## config.mk

```make
export PLATFORM = sky130hd
export DESIGN_NAME = pipe_ctrl
export DESIGN_NICKNAME = d
export VERILOG_FILES = /design/src/rtl/pipe_ctrl_pkg.sv /design/src/rtl/pipe_perf_cnt.sv /design/src/rtl/pipe_ctrl.sv
export SDC_FILE = /design/constraint.sdc
export NUM_CORES = 1
export LEC_CHECK = 0
export ABC_AREA = 1
export ABC_CLOCK_PERIOD_IN_PS = 1290
export BUFFER_PORTS_ARGS = -buffer_cell sky130_fd_sc_hd__clkbuf_2
export CAP_MARGIN = 20
export CORE_ASPECT_RATIO = 0.7
export CORE_MARGIN = 5
export CORE_UTILIZATION = 34
export CTS_CLUSTER_SIZE = 20
export DETAILED_ROUTE_END_ITERATION = 10
export GPL_TIMING_DRIVEN = 1
export PLACE_DENSITY = 0.76
export RECOVER_POWER = 100
export SLEW_MARGIN = 20
export SYNTH_ARGS = -nofsm -noshare
export SYNTH_HDL_FRONTEND = slang
export SYNTH_HIERARCHICAL = 1
export SYNTH_SLANG_ARGS = --single-unit
```

## constraint.sdc

```tcl
create_clock -name clk_in -period 1.29 [get_ports clk_in]
set_input_delay 0.258 -clock clk_in [delete_from_list [all_inputs] [get_ports clk_in]]
set_output_delay 0.258 -clock clk_in [all_outputs]
set_load 0.02 [all_outputs]
```

## src/rtl/pipe_ctrl_pkg.sv

```systemverilog
// Shared definitions for the pipeline stall/flush sequencer: stage bit indices,
// sequencer state encoding and the NOP constants loaded by cleared registers.
package pipe_ctrl_pkg;

   localparam int STG_PC  = 0;
   localparam int STG_IF  = 1;
   localparam int STG_ID  = 2;
   localparam int STG_EX  = 3;
   localparam int STG_WB  = 4;
   localparam int N_STG   = 5;

   localparam logic [1:0] ST_RUN   = 2'd0;
   localparam logic [1:0] ST_DROP  = 2'd1;
   localparam logic [1:0] ST_REDIR = 2'd2;

   localparam logic [31:0] NOP_PC  = 32'h0000_0000;
   localparam logic [31:0] NOP_INS = 32'h0000_0013;

   typedef logic [N_STG-1:0] stage_vec_t;

   typedef struct packed {
      stage_vec_t stall;
      stage_vec_t clear;
   } ctrl_vec_t;

   function automatic ctrl_vec_t mk_ctrl(input stage_vec_t s, input stage_vec_t c);
      ctrl_vec_t v;
      v.stall = s;
      v.clear = c;
      return v;
   endfunction

endpackage

```

## src/rtl/pipe_perf_cnt.sv

```systemverilog
// Stall-cycle and flush-event counter pair; wraps modulo 2^CNT_W and holds while
// the chip is not ready.
module pipe_perf_cnt
#(
   parameter int CNT_W = 32
)
(
   input  logic             clk_in,
   input  logic             rst_in,
   input  logic             rdy_in,
   input  logic             stall_inc,
   input  logic             flush_inc,
   output logic [CNT_W-1:0] stall_cnt,
   output logic [CNT_W-1:0] flush_cnt
);

   logic [1:0]            inc_vec;
   logic [1:0][CNT_W-1:0] cnt_vec;

   assign inc_vec   = {flush_inc, stall_inc};
   assign stall_cnt = cnt_vec[0];
   assign flush_cnt = cnt_vec[1];

   genvar gi;
   generate
      for (gi = 0; gi < 2; gi++) begin : g_cnt
         logic [CNT_W-1:0] cnt_reg;
         always_ff @(posedge clk_in) begin
            if (!rst_in) begin
               cnt_reg <= '0;
            end else if (rdy_in && inc_vec[gi]) begin
               cnt_reg <= cnt_reg + {{(CNT_W-1){1'b0}}, 1'b1};
            end
         end
         assign cnt_vec[gi] = cnt_reg;
      end
   endgenerate

endmodule

```

## src/rtl/pipe_ctrl.sv

```systemverilog
// Pipeline stall/flush sequencer with wrong-path fetch drop and registered PC redirect.
// Optional performance counters are built when PIPE_PERF_CNT_EN is defined.
module pipe_ctrl
   import pipe_ctrl_pkg::*;
#(
   parameter int PC_W  = 32,
   parameter int CNT_W = 32
)
(
   input  logic            clk_in,
   input  logic            rst_in,
   input  logic            rdy_in,
   input  logic            if_busy,
   input  logic            if_done,
   input  logic            id_stall_req,
   input  logic            mem_stall_req,
   input  logic            ex_jump,
   input  logic [PC_W-1:0] ex_jump_pc,
   output logic [4:0]      stall,
   output logic [4:0]      clear,
   output logic            pc_redirect,
`ifdef PIPE_PERF_CNT_EN
   output logic [CNT_W-1:0] perf_stall_cnt,
   output logic [CNT_W-1:0] perf_flush_cnt,
`endif
   output logic [PC_W-1:0] pc_redirect_addr
);

   logic [1:0]      state_reg, state_next;
   logic [PC_W-1:0] redir_pc_reg, redir_pc_next;
   ctrl_vec_t       ctl;
   logic            if_wait;
   logic            jump_accept;

   assign if_wait = if_busy & ~if_done;

   always_comb begin
      ctl           = mk_ctrl(5'b00000, 5'b00000);
      pc_redirect   = 1'b0;
      state_next    = state_reg;
      redir_pc_next = redir_pc_reg;
      jump_accept   = 1'b0;
      if (!rst_in) begin
         ctl = mk_ctrl(5'b00000, 5'b11111);
      end else if (!rdy_in) begin
         ctl = mk_ctrl(5'b11111, 5'b00000);
      end else begin
         case (state_reg)
            ST_RUN: begin
               // MEM freezes EX, so a jump seen under a MEM stall is re-presented later.
               if (mem_stall_req) begin
                  ctl = mk_ctrl(5'b01111, 5'b10000);
               end else if (ex_jump) begin
                  ctl           = mk_ctrl(5'b00001, 5'b00110);
                  redir_pc_next = ex_jump_pc;
                  state_next    = if_wait ? ST_DROP : ST_REDIR;
                  jump_accept   = 1'b1;
               end else if (id_stall_req) begin
                  ctl = mk_ctrl(5'b00011, 5'b00100);
               end else if (if_wait) begin
                  ctl = mk_ctrl(5'b00001, 5'b00010);
               end
            end
            ST_DROP: begin
               ctl.stall[STG_PC] = 1'b1;
               ctl.clear[STG_IF] = 1'b1;
               if (mem_stall_req) begin
                  ctl.stall[STG_EX:STG_IF] = 3'b111;
                  ctl.clear[STG_WB]        = 1'b1;
               end
               if (id_stall_req) begin
                  ctl.stall[STG_IF] = 1'b1;
                  ctl.clear[STG_ID] = 1'b1;
               end
               if (if_done) begin
                  state_next = ST_REDIR;
               end
            end
            ST_REDIR: begin
               if (mem_stall_req) begin
                  ctl = mk_ctrl(5'b01111, 5'b10010);
               end else begin
                  ctl.clear[STG_IF] = 1'b1;
                  pc_redirect       = 1'b1;
                  state_next        = ST_RUN;
               end
            end
            default: begin
               state_next = ST_RUN;
            end
         endcase
      end
   end

   always_ff @(posedge clk_in) begin
      if (!rst_in) begin
         state_reg    <= ST_RUN;
         redir_pc_reg <= '0;
      end else if (rdy_in) begin
         state_reg    <= state_next;
         redir_pc_reg <= redir_pc_next;
      end
   end

   assign stall            = ctl.stall;
   assign clear            = ctl.clear;
   assign pc_redirect_addr = redir_pc_reg;

`ifdef PIPE_PERF_CNT_EN
   pipe_perf_cnt #(
      .CNT_W (CNT_W)
   ) u_perf (
      .clk_in    (clk_in),
      .rst_in    (rst_in),
      .rdy_in    (rdy_in),
      .stall_inc (ctl.stall[STG_PC]),
      .flush_inc (jump_accept),
      .stall_cnt (perf_stall_cnt),
      .flush_cnt (perf_flush_cnt)
   );
`else
   logic unused_ok;
   assign unused_ok = jump_accept;
`endif

endmodule

```

Yosys cells after proc, flatten, opt, wreduce, memory -nomap -nowiden
Cells that the tools add are included.
{"block": "totals", "register_bits": 34, "input_bits": 40, "out_inout_bits": 43, "wordCells": 40}
{"block": "op_classes", "n_eq_ne": 6, "muxes": 26, "bitwise_logic": 3, "n_reduce_logical": 3}
{"operator": "$mux W7", "n": 3}
{"operator": "$mux W10", "n": 2}
{"operator": "$pmux W5 S3", "n": 1}
{"operator": "$pmux W2 S3", "n": 2}
{"operator": "$mux W2", "n": 5}
{"operator": "$mux W9", "n": 1}
{"operator": "$mux W1", "n": 8}
{"operator": "$ne A2 B2 Y1 const B", "n": 4}
{"operator": "$mux W6", "n": 1}
{"operator": "$reduce_and A5 Y1", "n": 1}
{"operator": "$pmux W1 S2", "n": 2}
{"operator": "$reduce_and A4 Y1", "n": 1}
{"operator": "$mux W3", "n": 1}
{"operator": "$eq A2 B1 Y1 const B", "n": 1}
{"operator": "$eq A2 B2 Y1 const B", "n": 1}
{"operator": "$logic_not A2 Y1", "n": 1}
{"operator": "$not A1 Y1", "n": 2}
{"operator": "$and A1 B1 Y1", "n": 1}

Logic depth before layout (Yosys ltp)
Gate-level depths: netlist of run 1.
{"block": "logic_depth", "ltp_word": 9, "mapped_depth": 9, "ltp_nobuf": 9}

Worst setup path before layout of run 1
Ideal clock, no wire load.
{"block": "synth_path", "path_type": "register -> output", "start": "reg state_reg[0]", "end": "out stall[3]", "arrival_ps": 1605, "required_time_ps": 1032, "slack_ps": -573, "stages_incl_launch_ff": 8, "path_buffers": 1, "path_cell_list": "dfxtp_1 inv_1 ha_1 inv_2 nand3_1 nand3_1 o21ai_0 buf_4"}
{"block": "synth_between", "elab_chain_len": 4, "elab_cells_between_ends": 6, "classes_between": "eq/ne: 2; mux: 3; reduce/logical: 1"}
{"item": "from (decl)", "line_no": "pipe_ctrl.sv:29", "rtl": "logic [1:0] state_reg, state_next;"}
{"item": "from (signal assigned)", "line_no": "pipe_ctrl.sv:100", "rtl": "state_reg <= state_next;"}
{"item": "$eq A2 B2 Y1 (tied with other cells)", "line_no": "pipe_ctrl.sv:48", "rtl": "case (state_reg)"}
{"item": "$pmux W5 S3 (*)", "line_no": "pipe_ctrl.sv:48"}
{"item": "$mux W10 (*)", "line_no": "pipe_ctrl.sv:45", "rtl": "end else if (!rdy_in) begin"}
{"item": "$mux W10 (*)", "line_no": "pipe_ctrl.sv:43", "rtl": "if (!rst_in) begin"}
{"item": "to (decl)", "line_no": "pipe_ctrl.sv:19", "rtl": "output logic [4:0] stall,"}
Mark *: on every way between the ends. The rest lies on a longest branch, timed or not.

Worst setup path in the final report of run 1
Ends and elaborated chain as after synthesis.

==> impl_metrics.toml, run 1 <==
[run_status]
outcome = "finished with violations"
violations = "setup timing"

[die]
core_um2 = 4300
fp.dieW_um = 89.5
die_y_um = 65.7
io_pins = 83
die_area_um2 = 5880
start_util_pct = 35.0
fp-row-count = 20

[drt]
wl_per_cell_um = 13.2
via_per_inst = 4.60
drc_errors = 0
drt_iter0_drc = 51
ant_nets = 0
routed_wl_um = 4860
route.vias.total = 1694
drt_first_pass_iters = 4

[job]
drv_cap = 0

[final_layout]
final_cell_area_um2 = 2650
final_layout_size_suffix_gt1_share_pct = 44.7
fill_cells = 410
final_common_cell = "nor2_1"
final_nets = 356
area_growth_pct = 76.1
fin_cells = 368
antenna_cells = 0
largest_reg_flops = 32
final_util_pct = 61.6
final_cell_mix = "43 x nor2_1, 40 x clkbuf_2, 35 x clkbuf_1, 32 x dfxtp_1"

[sta]
finalCritPeriodShare_pct = 133
fmax_ghz = 0.585
hold_viol_final = 0
relSlewSlack_pct = 79.8
finalCriticalPeriod_ns = 1.71
setup_slack_ns = -0.421
worst_pin_slew_ns = 0.305
rsz0062_at_grt = "true"
drv_slew = 0
whs_ns = 0.213
fin_worst_skew_ns = 0.00677
setup_viol = 42

[cts]
cts_tree = "built"
clockBufferDepth = 2
cts_buffers = 5
clkSlewWorstSetupHoldPaths_ns = 0.07
postCtsHoldBufs = 0
htreeDepth = 2
clk_latency_ns = 0.27
cts_sinks = 34
cts-root-buf = "clkbuf_8"

[synthesis]
avgSynthCellArea_um2 = 7.20
ys_seq_area_share_pct = 45.2
syn_inst = 209
yosys.area.top_type = "dfxtp_1"
yosys_warnings = 6
syn_area_um2 = 1510
synthArstFlopShare_pct = 0
synth_cell_types = 20
synth_edf_count = 0
yosys.area.top_type_share_pct = 45.2
synthFlopType = "dfxtp_1"
synth-seq-cells = 34
syn_nets = 253
synthTopCellsByArea = "dfxtp_1 45%, nor2_1 18%, o21ai_0 11%"

[critical_path]
cp-startpoint = "state_reg[0]"
regToRegSetupSlack_ns = -0.40
reg2reg_depth = 12
path_max_fanout = 3
cp_cell_sequence = "inv_4 > ha_4 > inv_4 > nand3_4 > nand3_4 > o21ai_4 > buf_8"
path_depth = 7
reg2reg_from = "state_reg[0]"
endpoint = "stall[3]"
cp-start-kind = "flip-flop"
crit_arrival_ns = 1.45
critPathRequiredTime_ns = 1.03
crit_path_end_kind = "output port"
critPathMaxStageDelay_ns = 0.37
critPathBufInv = 3
critPathTopFamily = "flip-flops"
critPathKind = "reg -> out"
r2r-end = "pc_redirect_addr[4]"
crit_slowest_cell = "dfxtp_4"

[global_route]
grt_max_degree = 17
grt_pass1_wl_um = 7560
grt_pass1_vias = 1639
grt_overflow = 0
gr-usage-all-layers_pct = 16.7
antenna_found_initial = 0

[power]
p_per_area_nw_per_um2 = 1120
vdd_drop_max_mv = 0.638
cellLeakagePower_uw = 0.00118

[placed_design]
dpl_cell_area_um2 = 2110
placed_cells = 348
port_buffers = 82
dp_hpwl_um = 3230
gp_congestion = 0.903

[hold_path]
hp-class = "in -> reg"
## stage by stage
stage	setup WS (ns)	TNS [ns]	power (uW)
after floorplan	-0.109	-0.236	1680
after global placement	-0.155	-2.81	1920
after detailed placement	-0.160	-3.89	1930
after CTS	-0.402	-14.47	2970
after global routing	-0.506	-18.25	3150
final	-0.421	-15.26	2970
## power breakdown
part | leakage (uW) | total, uW | switching (uW) | internal, uW
logic | 0.000849 | 991 | 535 | 456
registers | 0.000279 | 1200 | 72.5 | 1130
clock network | 0.0000482 | 784 | 354 | 430
## kinds of logic (layout without fill, tap and decap cells)
family          after synthesis  in the layout  share of synthesized area, %
compound gates               42             42                          14.1
fa+ha+maj                     4              4                          3.33
flops                        34             34                          45.2
buf+inv                      28            132                          10.3
simple gates                101            101                          27.0
## tightest hold or removal path, cell delays in order
cell and delay, ns:
clkbuf_2 0.07, o21ai_1 0.06, nor2_1 0.07
## how the worst min path moves through the flow
stage | from | endpoint | slack [ns] | cells past startpoint
after floorplan | ex_jump_pc[11] | pc_redirect_addr[11] | 0.40 | 2
after global placement | pc_redirect_addr[21] | pc_redirect_addr[21] | 0.46 | 2
after detailed placement | pc_redirect_addr[31] | pc_redirect_addr[31] | 0.47 | 2
after CTS | ex_jump_pc[31] | pc_redirect_addr[31] | 0.21 | 3
after global routing | ex_jump_pc[7] | pc_redirect_addr[7] | 0.22 | 3
final | ex_jump_pc[18] | pc_redirect_addr[18] | 0.21 | 3
## metal layers
metal,global-route usage (%),wire (um),vias up
met5,0,0,-
met4,3.72,63,0
met3,4.51,326,9
met2,28.1,2270,60
met1,21.1,2200,759
li1,-,-,866
## Yosys cell counts (3+ instances only)
cell,count
nand3_1,3
ha_1,4
o21ai_0,34
a21oi_1,3
dfxtp_1,34
o21ai_1,4
inv_1,13
nor2_1,74
nand2_1,21
clkbuf_1,3
buf_6,5
## cell type report
type | count | area, um2 | share of cell area, %
well taps | 55 | 68.8 | 2.60
clock inverters | 1 | 5.00 | 0.189
repair buffers | 109 | 763 | 28.8
inverters | 15 | 71.3 | 2.69
multi-input cells | 147 | 968 | 36.5
clock buffers | 7 | 86.3 | 3.26
flip-flops and latches | 34 | 688 | 26.0
## repair_timing
action	CTS	global route
pin swaps	8	5
cloned	3	0
gates resized for setup	94	19
endpoints found under the setup margin	40	42
hold endpoints to repair	0	0
buffers inserted	8	1
No activity file was read; power rests on OpenSTA's default activity.
==> run 2, diff against run 1 <==
--- a/config.mk
+++ b/config.mk
@@ -6,7 +6,7 @@
 export NUM_CORES = 1
 export LEC_CHECK = 0
 export ABC_AREA = 1
-export ABC_CLOCK_PERIOD_IN_PS = 1290
+export ABC_CLOCK_PERIOD_IN_PS = 1800
 export BUFFER_PORTS_ARGS = -buffer_cell sky130_fd_sc_hd__clkbuf_2
 export CAP_MARGIN = 20
 export CORE_ASPECT_RATIO = 0.7
@@ -15,7 +15,7 @@
 export CTS_CLUSTER_SIZE = 20
 export DETAILED_ROUTE_END_ITERATION = 10
 export GPL_TIMING_DRIVEN = 1
-export PLACE_DENSITY = 0.76
+export PLACE_DENSITY = 0.74
 export RECOVER_POWER = 100
 export SLEW_MARGIN = 20
 export SYNTH_ARGS = -nofsm -noshare
==> constraint.sdc (replaced) <==
create_clock -name clk_in -period 1.8 [get_ports clk_in]
set_input_delay 0.09 -clock clk_in [delete_from_list [all_inputs] [get_ports clk_in]]
set_output_delay 0.09 -clock clk_in [all_outputs]
set_load 0.02 [all_outputs]
==> run 2 against run 1 <==
Compared with the run above:
- the run now ends clean
- final area decreased by 25%
- first-iteration DRC count fell by 20%
- clock power down 27%
- register-to-register slack gained 0.58 ns
- final cell count fell by 6.5%
- sequential share of layout area up 8.3 points
- hold slack lost 0.17 ns
- largest power group unchanged
==> impl_metrics.toml, run 2 (synthesis gave the netlist of run 1 again) <==
[final_layout]
final_util_pct = 46.1
final_cell_area_um2 = 1980
area_growth_pct = 31.8
antenna_cells = 0
final_common_cell = "nor2_1"
largest_reg_flops = 32
final_layout_size_suffix_gt1_share_pct = 22.5
final_nets = 332
final_cell_mix = "74 x nor2_1, 45 x clkbuf_2, 37 x clkbuf_1, 35 x o21ai_0, 34 x dfxtp_1"

[critical_path]
critPathMaxStageDelay_ns = 0.33
path_max_fanout = 4
path_common_cell = "nand2_1"
reg2reg_from = "state_reg[0]"
critPathRequiredTime_ns = 1.71
reg2reg_depth = 8
cp-start-kind = "flip-flop"
crit_path_end_kind = "output port"
crit_arrival_ns = 1.57
critPathKind = "reg -> out"
crit_slowest_cell = "dfxtp_1"
r2r-end = "pc_redirect_addr[9]"
regToRegSetupSlack_ns = 0.18
cp_cell_sequence = "inv_1 > ha_2 > o21ai_0 > nand2_1 > o211ai_1 > nand2_1 > clkbuf_1"

[power]
p_per_area_nw_per_um2 = 933
cellLeakagePower_uw = 0.000898
total_power_uw = 1850
vdd_drop_max_mv = 0.348

[die]
start_util_pct = 35.0
die_area_um2 = 5880
die_y_um = 65.7
core_um2 = 4300
io_pins = 83
fp-row-count = 20
fp.dieW_um = 89.5

[hold_path]
holdPathEnd = "pc_redirect_addr[11]"
hp-start = "ex_jump_pc[11]"
hold_depth = 3
hp-class = "in -> reg"

[placed_design]
port_buffers = 82
dpl_cell_area_um2 = 1920
dp_hpwl_um = 3070
gp_congestion = 0.945

[sta]
finalCriticalPeriod_ns = 1.66
fin_worst_skew_ns = 0.00552
relSlewSlack_pct = 58.4
fmax_ghz = 0.603
drv_slew = 0
worst_pin_slew_ns = 0.623
finalCritPeriodShare_pct = 92.1
setup_viol = 0
hold_viol_final = 0
rsz0062_at_grt = "false"
finalSetupTns_ns = 0

[global_route]
grt_pass1_vias = 1502
antenna_found_initial = 0
grt_max_degree = 33
grt_pass1_wl_um = 6450
gr-usage-all-layers_pct = 13.7
grt_overflow = 0

[drt]
routed_wl_um = 3920
ant_nets = 0
drc_errors = 0
via_per_inst = 4.60
drt_iter0_drc = 41
wl_per_cell_um = 11.4
route.vias.total = 1583
drt_first_pass_iters = 4

[cts]
clockBufferDepth = 2
cts-root-buf = "clkbuf_8"
cts_buffers = 5
htreeDepth = 2
cts_sinks = 34
clkSlewWorstSetupHoldPaths_ns = 0.07
postCtsHoldBufs = 0
clk_latency_ns = 0.28
cts_tree = "built"

[job]
drv_cap = 0

[run_status]
outcome = "complete, no violations"
[run 2: cell types whose count changed in the layout (fill, tap and decap cells not counted), sizes merged]
cell / delta
buf: -30
clkbuf: +5
clkinv: -1
clkinvlp: +1
inv: +1
[run 2: power breakdown]
part | internal, uW | switching, uW
Combinational | 154 | 290
Clock | 307 | 266
Sequential | 805 | 27.9
[run 2: worst max-delay path by stage]
stage	startpoint	endpoint	slack [ns]	cells after the start
3_5_place_dp	state_reg[0]	pc_redirect_addr[9]	0.21	9
4_1_cts	state_reg[0]	stall[3]	0.04	7
5_1_grt	state_reg[0]	clear[4]	0.02	7
2_1_floorplan	state_reg[0]	stall[3]	0.10	7
6_report	state_reg[0]	stall[1]	0.14	7
3_3_place_gp	state_reg[1]	pc_redirect_addr[0]	0.31	8
[run 2: repair_timing]
item,CTS,global route
resized for setup,0,7
endpoints found under the setup margin,0,4
setup buffers,0,0
[run 2: layer usage]
layer  track usage, %  vias up  wire (um)
met4             3.72        0         21
met5                0        -          0
met1             17.1      706       1670
met2             22.4       62       1820
met3             4.64        4        412
li1                 -      811          -
[run 2: final cells by class]
| cell class | count | area [um2] |
|---|---|---|
| timing repair buffer | 85 | 399 |
| sequential | 34 | 681 |
| clock inverter | 2 | 12.5 |
| inverter | 15 | 56.3 |
| multi-input combinational | 147 | 684 |
| clock buffer | 6 | 82.6 |
| fill | 475 | 2320 |
| tap | 55 | 68.8 |
[run 2: critical path, delay by kind of cell (launching register included)]
family | cells | cell delay, ns
AOI/OAI and AO/OA | 2 | 0.22
adders and majority gates | 1 | 0.23
buffers and inverters | 2 | 0.35
DFF | 1 | 0.33
and+or+nand+nor | 2 | 0.16
[run 2: per-stage QoR]
stage	instances	setup slack (ns)	hold slack [ns]
4_1_cts	344	0.0366	0.0381
6_report	344	0.142	0.0457
5_1_grt	344	0.0183	0.0630
3_5_place_dp	336	0.212	0.336
3_3_place_gp	336	0.307	0.330
2_1_floorplan	209	0.105	0.235
